<file path="config.mk">
export PLATFORM = sky130hd
export DESIGN_NAME = fu_issue_arbiter_flat
export DESIGN_NICKNAME = d
export VERILOG_FILES = /design/src/rtl/fu_issue_arbiter_if.sv /design/src/rtl/fu_issue_arbiter.sv /design/src/flat_wrapper.sv
export SDC_FILE = /design/constraint.sdc
export NUM_CORES = 1
export LEC_CHECK = 0
export CAP_MARGIN = 25
export CORE_AREA = 2 2 223 225
export CTS_CLUSTER_SIZE = 8
export DETAILED_ROUTE_END_ITERATION = 8
export DIE_AREA = 0 0 225 227
export GPL_ROUTABILITY_DRIVEN = 0
export GPL_TIMING_DRIVEN = 0
export HOLD_SLACK_MARGIN = 0.1
export PLACE_DENSITY = 0.46
export REMOVE_ABC_BUFFERS = 1
export SYNTH_ARGS = -nofsm -noshare
export SYNTH_HDL_FRONTEND = slang
export SYNTH_SLANG_ARGS = --single-unit
</file>
<file path="constraint.sdc">
create_clock -name clk -period 1.5 [get_ports clk]
set_input_delay 0.15 -clock clk [delete_from_list [all_inputs] [get_ports clk]]
set_output_delay 0.15 -clock clk [all_outputs]
set_load 0.005 [all_outputs]
</file>
<file path="src/rtl/fu_issue_arbiter_if.sv">
// Bundle between the issue arbiter, its reservation stations, the shared FU and one CDB lane.
// The slave modport is the arbiter's view; master is the environment's view.
interface fu_issue_arbiter_if #(
    parameter int N_REQ     = 4,
    parameter int ROB_DEPTH = 4
);
    localparam int TW = (ROB_DEPTH > 1) ? $clog2(ROB_DEPTH) : 1;

    logic [N_REQ-1:0]         req;
    logic [N_REQ-1:0][31:0]   instr;
    logic [N_REQ-1:0][TW-1:0] tag;
    logic [N_REQ-1:0][31:0]   a;
    logic [N_REQ-1:0][31:0]   b;
    logic [N_REQ-1:0]         resp;

    logic                     fu_start;
    logic [31:0]              fu_instr;
    logic [31:0]              fu_a;
    logic [31:0]              fu_b;
    logic                     fu_done;
    logic [31:0]              fu_result;

    logic                     cdb_valid;
    logic [TW-1:0]            cdb_tag;
    logic [31:0]              cdb_data;
    logic                     cdb_ack;
    logic                     busy;

    modport slave (
        input  req, instr, tag, a, b, fu_done, fu_result, cdb_ack,
        output resp, fu_start, fu_instr, fu_a, fu_b, cdb_valid, cdb_tag, cdb_data, busy
    );

    modport master (
        output req, instr, tag, a, b, fu_done, fu_result, cdb_ack,
        input  resp, fu_start, fu_instr, fu_a, fu_b, cdb_valid, cdb_tag, cdb_data, busy
    );
endinterface

</file>
<file path="src/rtl/fu_issue_arbiter.sv">
// Round-robin arbiter sharing one multi-cycle FU among N_REQ reservation stations;
// one op in flight, result returned on a single CDB lane, resp pulsed on CDB accept.
module fu_issue_arbiter #(
    parameter int N_REQ     = 4,
    parameter int ROB_DEPTH = 4
) (
    input  logic                clk,
    input  logic                rst,
    input  logic                flush,
    fu_issue_arbiter_if.slave   bus
);
    localparam int TW = (ROB_DEPTH > 1) ? $clog2(ROB_DEPTH) : 1;
    localparam int GW = (N_REQ > 1) ? $clog2(N_REQ) : 1;

    typedef enum logic [1:0] {S_IDLE, S_ISSUE, S_WAIT, S_WB} state_e;

    state_e        state_q, state_d;
    logic [GW-1:0] g_q, g_d;
    logic [GW-1:0] rr_q, rr_d;
    logic [31:0]   instr_q, instr_d;
    logic [31:0]   a_q, a_d;
    logic [31:0]   b_q, b_d;
    logic [31:0]   res_q, res_d;
    logic [TW-1:0] tag_q, tag_d;

    logic          kill;
    logic [GW-1:0] pick;
    logic          pick_vld;
    logic [N_REQ-1:0] resp_o;

    assign kill = rst | flush;

    // First requester at or above rr_q, wrapping modulo N_REQ.
    always_comb begin
        int            cand_i;
        logic [GW-1:0] cand;
        pick     = '0;
        pick_vld = 1'b0;
        cand_i   = 0;
        cand     = '0;
        for (int k = 0; k < N_REQ; k++) begin
            cand_i = int'(rr_q) + k;
            if (cand_i >= N_REQ) cand_i = cand_i - N_REQ;
            cand = GW'(cand_i);
            if (!pick_vld && bus.req[cand]) begin
                pick_vld = 1'b1;
                pick     = cand;
            end
        end
    end

    always_comb begin
        state_d = state_q;
        g_d     = g_q;
        rr_d    = rr_q;
        instr_d = instr_q;
        a_d     = a_q;
        b_d     = b_q;
        tag_d   = tag_q;
        res_d   = res_q;
        case (state_q)
            S_IDLE: begin
                if (pick_vld) begin
                    g_d     = pick;
                    instr_d = bus.instr[pick];
                    a_d     = bus.a[pick];
                    b_d     = bus.b[pick];
                    tag_d   = bus.tag[pick];
                    state_d = S_ISSUE;
                end
            end
            S_ISSUE: state_d = S_WAIT;
            S_WAIT: begin
                if (bus.fu_done) begin
                    res_d   = bus.fu_result;
                    state_d = S_WB;
                end
            end
            S_WB: begin
                if (bus.cdb_ack) begin
                    rr_d    = (g_q == GW'(N_REQ - 1)) ? '0 : g_q + GW'(1);
                    state_d = S_IDLE;
                end
            end
            default: state_d = S_IDLE;
        endcase
    end

    always_ff @(posedge clk) begin
        if (kill) begin
            state_q <= S_IDLE;
            g_q     <= '0;
            rr_q    <= '0;
            instr_q <= '0;
            a_q     <= '0;
            b_q     <= '0;
            tag_q   <= '0;
            res_q   <= '0;
        end else begin
            state_q <= state_d;
            g_q     <= g_d;
            rr_q    <= rr_d;
            instr_q <= instr_d;
            a_q     <= a_d;
            b_q     <= b_d;
            tag_q   <= tag_d;
            res_q   <= res_d;
        end
    end

    // A same-cycle rst/flush aborts the op, so it must also suppress the resp pulse.
    always_comb begin
        resp_o = '0;
        if (state_q == S_WB && bus.cdb_ack && !kill) resp_o[g_q] = 1'b1;
    end

    assign bus.resp      = resp_o;
    assign bus.fu_start  = (state_q == S_ISSUE) && !kill;
    assign bus.fu_instr  = instr_q;
    assign bus.fu_a      = a_q;
    assign bus.fu_b      = b_q;
    assign bus.cdb_valid = (state_q == S_WB) && !kill;
    assign bus.cdb_tag   = tag_q;
    assign bus.cdb_data  = (state_q == S_WB) ? res_q : 32'd0;
    assign bus.busy      = (state_q != S_IDLE);
endmodule
</file>
<file path="src/flat_wrapper.sv">
// flat-port wrapper written by rule: the top's interface ports become plain ports
module fu_issue_arbiter_flat 
#(
    parameter int N_REQ     = 4,
    parameter int ROB_DEPTH = 4
)
  (clk, rst, flush, bus_req, bus_instr, bus_tag, bus_a, bus_b, bus_fu_done, bus_fu_result, bus_cdb_ack, bus_resp, bus_fu_start, bus_fu_instr, bus_fu_a, bus_fu_b, bus_cdb_valid, bus_cdb_tag, bus_cdb_data, bus_busy);
  fu_issue_arbiter_if #(.N_REQ(N_REQ), .ROB_DEPTH(ROB_DEPTH)) bus_i ();
  input  logic clk;
  input  logic rst;
  input  logic flush;
  input wire logic [$bits(bus_i.req)-1:0] bus_req;
  input wire logic [$bits(bus_i.instr)-1:0] bus_instr;
  input wire logic [$bits(bus_i.tag)-1:0] bus_tag;
  input wire logic [$bits(bus_i.a)-1:0] bus_a;
  input wire logic [$bits(bus_i.b)-1:0] bus_b;
  input wire logic [$bits(bus_i.fu_done)-1:0] bus_fu_done;
  input wire logic [$bits(bus_i.fu_result)-1:0] bus_fu_result;
  input wire logic [$bits(bus_i.cdb_ack)-1:0] bus_cdb_ack;
  output wire logic [$bits(bus_i.resp)-1:0] bus_resp;
  output wire logic [$bits(bus_i.fu_start)-1:0] bus_fu_start;
  output wire logic [$bits(bus_i.fu_instr)-1:0] bus_fu_instr;
  output wire logic [$bits(bus_i.fu_a)-1:0] bus_fu_a;
  output wire logic [$bits(bus_i.fu_b)-1:0] bus_fu_b;
  output wire logic [$bits(bus_i.cdb_valid)-1:0] bus_cdb_valid;
  output wire logic [$bits(bus_i.cdb_tag)-1:0] bus_cdb_tag;
  output wire logic [$bits(bus_i.cdb_data)-1:0] bus_cdb_data;
  output wire logic [$bits(bus_i.busy)-1:0] bus_busy;
  assign bus_i.req = bus_req;
  assign bus_i.instr = bus_instr;
  assign bus_i.tag = bus_tag;
  assign bus_i.a = bus_a;
  assign bus_i.b = bus_b;
  assign bus_i.fu_done = bus_fu_done;
  assign bus_i.fu_result = bus_fu_result;
  assign bus_i.cdb_ack = bus_cdb_ack;
  assign bus_resp = bus_i.resp;
  assign bus_fu_start = bus_i.fu_start;
  assign bus_fu_instr = bus_i.fu_instr;
  assign bus_fu_a = bus_i.fu_a;
  assign bus_fu_b = bus_i.fu_b;
  assign bus_cdb_valid = bus_i.cdb_valid;
  assign bus_cdb_tag = bus_i.cdb_tag;
  assign bus_cdb_data = bus_i.cdb_data;
  assign bus_busy = bus_i.busy;
  fu_issue_arbiter #(.N_REQ(N_REQ), .ROB_DEPTH(ROB_DEPTH)) u_core (.clk(clk), .rst(rst), .flush(flush), .bus(bus_i));
endmodule
</file>
==> run_results.csv, run 1 <==
group,metric,value,unit
outcome,status,"complete, but fails checks",
outcome,violations,"setup timing",
clock_network,clockBufferDepth,2,
clock_network,cts.sinks,136,
yosys,synth_seq_area_share,37.11,%
yosys,synthesis.area,0.007336,sq mm
clock_network,clkLatencyLatePin,0.49,ns
floorplanning,coreArea,0.04855,sq mm
timing,tightest_slew,0.5233,ns
routing,wl_per_cell,23.61,microns
floorplanning,initial_utilization,15.11,%
grt,antenna_found_initial,7,
routing,first_pass_iters,4,
grt,grt_overflow,0,
routing,wl,48390,microns
yosys,synth_seq_cells,136,
cells_and_area,final_cell_mix,"clkdlybuf4s50_1, nand2_1, mux2i_1",
grt,grt.total_usage,18.08,%
timing,rsz0062_at_grt,"true",
setup_path,crit_required,1.86,ns
routing,drc_errors,0,
clock_network,hold_buffers,0,
grt,grt_pass1_vias,9021,
cells_and_area,instances_no_fill,2049,
floorplanning,die_height,227,microns
cells_and_area,fill_cells,4971,
placement,portBuffers,569,
setup_path,critPathArrivalTime,2.22,ns
routing,drtIter0Drc,334,
yosys,ys_warn_count,0,
cells_and_area,syn_to_final_growth,128.8,%
clock_network,cts_made_buffers,17,
timing,hold_violations,0,
timing,skew,0.007668,ns
timing,timing.final.ws_setup,-0.3596,ns
clock_network,cts_root_buf,"clkbuf_16",
setup_path,crit_path_max_fanout,10,
placement,place.detailed.instances,1920,
timing,max-slew-margin-rel,65.12,%
clock_network,clkTransAtPathRegs,0.07,ns
timing,setup_viol,138,
grt,grt_max_degree,40,
routing,vias_per_cell,4.348,
timing,fin_setup_tns,-36.63,ns
timing,finalMaxSlewViolations,0,
timing,finalCritPeriodShare,124.0,%
placement,post-dp-hpwl,28130,microns
cells_and_area,drive_above_1_share,23.12,%
power,leakage,7.105,nW
power,p_per_area,714.3,mW/mm^2
routing,drtAntennaViolNets,0,
timing,timing.fmax,0.5378,GHz
clock_network,cts_tree,"done",
grt,grt_pass1_wl,64570,microns
power,power,0.01199,W
yosys,synth_area_leaders,"dfxtp_1, mux2i_1, o221ai_1",
cells_and_area,layout_commonest_cell,"clkdlybuf4s50_1",
setup_path,worstSetupPathType,"reg2reg",
routing,routed-via-count,8910,
setup_path,cp-end-kind,"register",
timing,final.min_clock_period,1.860,ns
yosys,synthCells,788,
floorplanning,io_pins,570,
yosys,synth.avg_cell_area,9.309,sq um
setup_path,start_kind,"register",
cells_and_area,fin_nets,1851,
yosys,synth_top_area_share,37.11,%
flow_run,cap_viol_max_count,0,
floorplanning,rows,81,
power,peakVddDrop,0.0007216,V
placement,place_ws,-1.796,ns
clock_network,h-tree-depth,4,
cells_and_area,utilization,34.57,%
yosys,synthDistinctLibCells,28,
floorplanning,die_x,225,microns
floorplanning,dieArea,0.05108,sq mm
min_path,hp-class,"in2reg",
yosys,synth_area_leader_cell,"dfxtp_1",
-- registers in the layout, indices dropped and copies added, names as in the netlist --
name / count
u_core.bus.fu_instr: 32
u_core.g_q: 2
u_core.bus.cdb_tag: 2
u_core.rr_q: 2
u_core.bus.fu_a: 32
u_core.res_q: 32
u_core.state_q: 2
u_core.bus.fu_b: 32
-- where the power goes --
group / total [W] / switching [W] / internal (W) / leakage (nW)
registers: 0.00388 / 0.0000861 / 0.00379 / 1.11
clock network: 0.00455 / 0.00195 / 0.00260 / 0.288
logic: 0.00356 / 0.00135 / 0.00221 / 5.70
-- per-layer routing --
metal / part of all wire [%] / global-route usage, % / vias to the layer above / routed length, microns
li1: - / - / 4194 / -
met1: 39 / 19.94 / 4260 / 18660
met2: 51 / 32.38 / 394 / 24860
met3: 7.9 / 5.976 / 56 / 3827
met4: 2.1 / 6.473 / 6 / 998
met5: 0.085 / 0 / - / 41
-- logic make-up (layout without fill, tap and decap cells) --
family,Yosys count,count (layout),synth area share [%]
simple gates,226,238,13.36
mux,196,196,26.74
compound gates,145,145,15.28
flops,136,136,37.11
buf+inv,77,700,6.140
fa+ha+maj,8,8,1.365
other cells,0,4,0
-- path summary, 6_finish.rpt --
kind                                                             end  slack [ns]                             start  cells after the start
worst max-delay path            u_core.bus.fu_instr[18]$_SDFFE_PN0P_       -0.36       u_core.rr_q[1]$_SDFFE_PN0P_                      7
worst max register to register  u_core.bus.fu_instr[18]$_SDFFE_PN0P_       -0.36       u_core.rr_q[1]$_SDFFE_PN0P_                      7
worst min-delay path                    u_core.res_q[7]$_SDFFE_PN0P_        0.21                  bus_fu_result[7]                      3
worst min register to register      u_core.bus.fu_a[23]$_SDFFE_PN0P_        0.45  u_core.bus.fu_a[23]$_SDFFE_PN0P_                      2
-- synth_stat cells (all sizes together) --
cell type and number:
clkbuf 36, buf 32, a2bb2oi 2, and2 38, inv 9, and3 5, a221oi 1, nor2b 1
a21oi 37, mux2i 196, nor4 1, or2 1, o21bai 1, o21ai 2, nor3 3, nor2 8
a221o 2, nand2 167, nand2b 2, o211ai 2, ha 8, dfxtp 136, a21boi 1, o221ai 97
-- repair_timing --
item,CTS,global route
endpoints found under the setup margin,263,149
resized for setup,476,99
setup buffers,43,6
pin swaps,74,22
hold endpoints to repair,0,0
gates cloned,39,6
-- layout make-up --
cell class	instances	area [sq um]	share of cell area [%]
Tap cell	622	778.2	4.637
Timing Repair Buffer	659	7335	43.70
Inverter	9	46.29	0.2758
Clock inverter	12	152.6	0.9095
Clock buffer	20	436.7	2.602
Multi-Input combinational cell	587	5284	31.48
Antenna cell	4	10.01	0.05964
Sequential cell	136	2741	16.33
-- critical path, cell delays in order (launching register included) --
cell and delay (ns):
dfxtp_4 0.35, o21bai_1 0.14, a221o_1 0.30, and2_4 0.19, buf_16 0.17, buf_16 0.19
mux2i_4 0.22, o221ai_1 0.13
-- stage by stage --
step | cell area (sq um) | hold WS [ns]
after floorplan | 6919 | 0.2860
final | 16780 | 0.2070
after detailed placement | 13660 | 0.4420
after global routing | 16780 | 0.1875
after global placement | 13390 | 0.4388
after CTS | 16050 | 0.1571
(Power assumes the default switching activity.)
==> inputs of run 2 (changes only) <==
- GPL_ROUTABILITY_DRIVEN: 0 -> 1
==> results of run 2 <==
The final DEF is identical to that of run 1; final timing and power are the same.
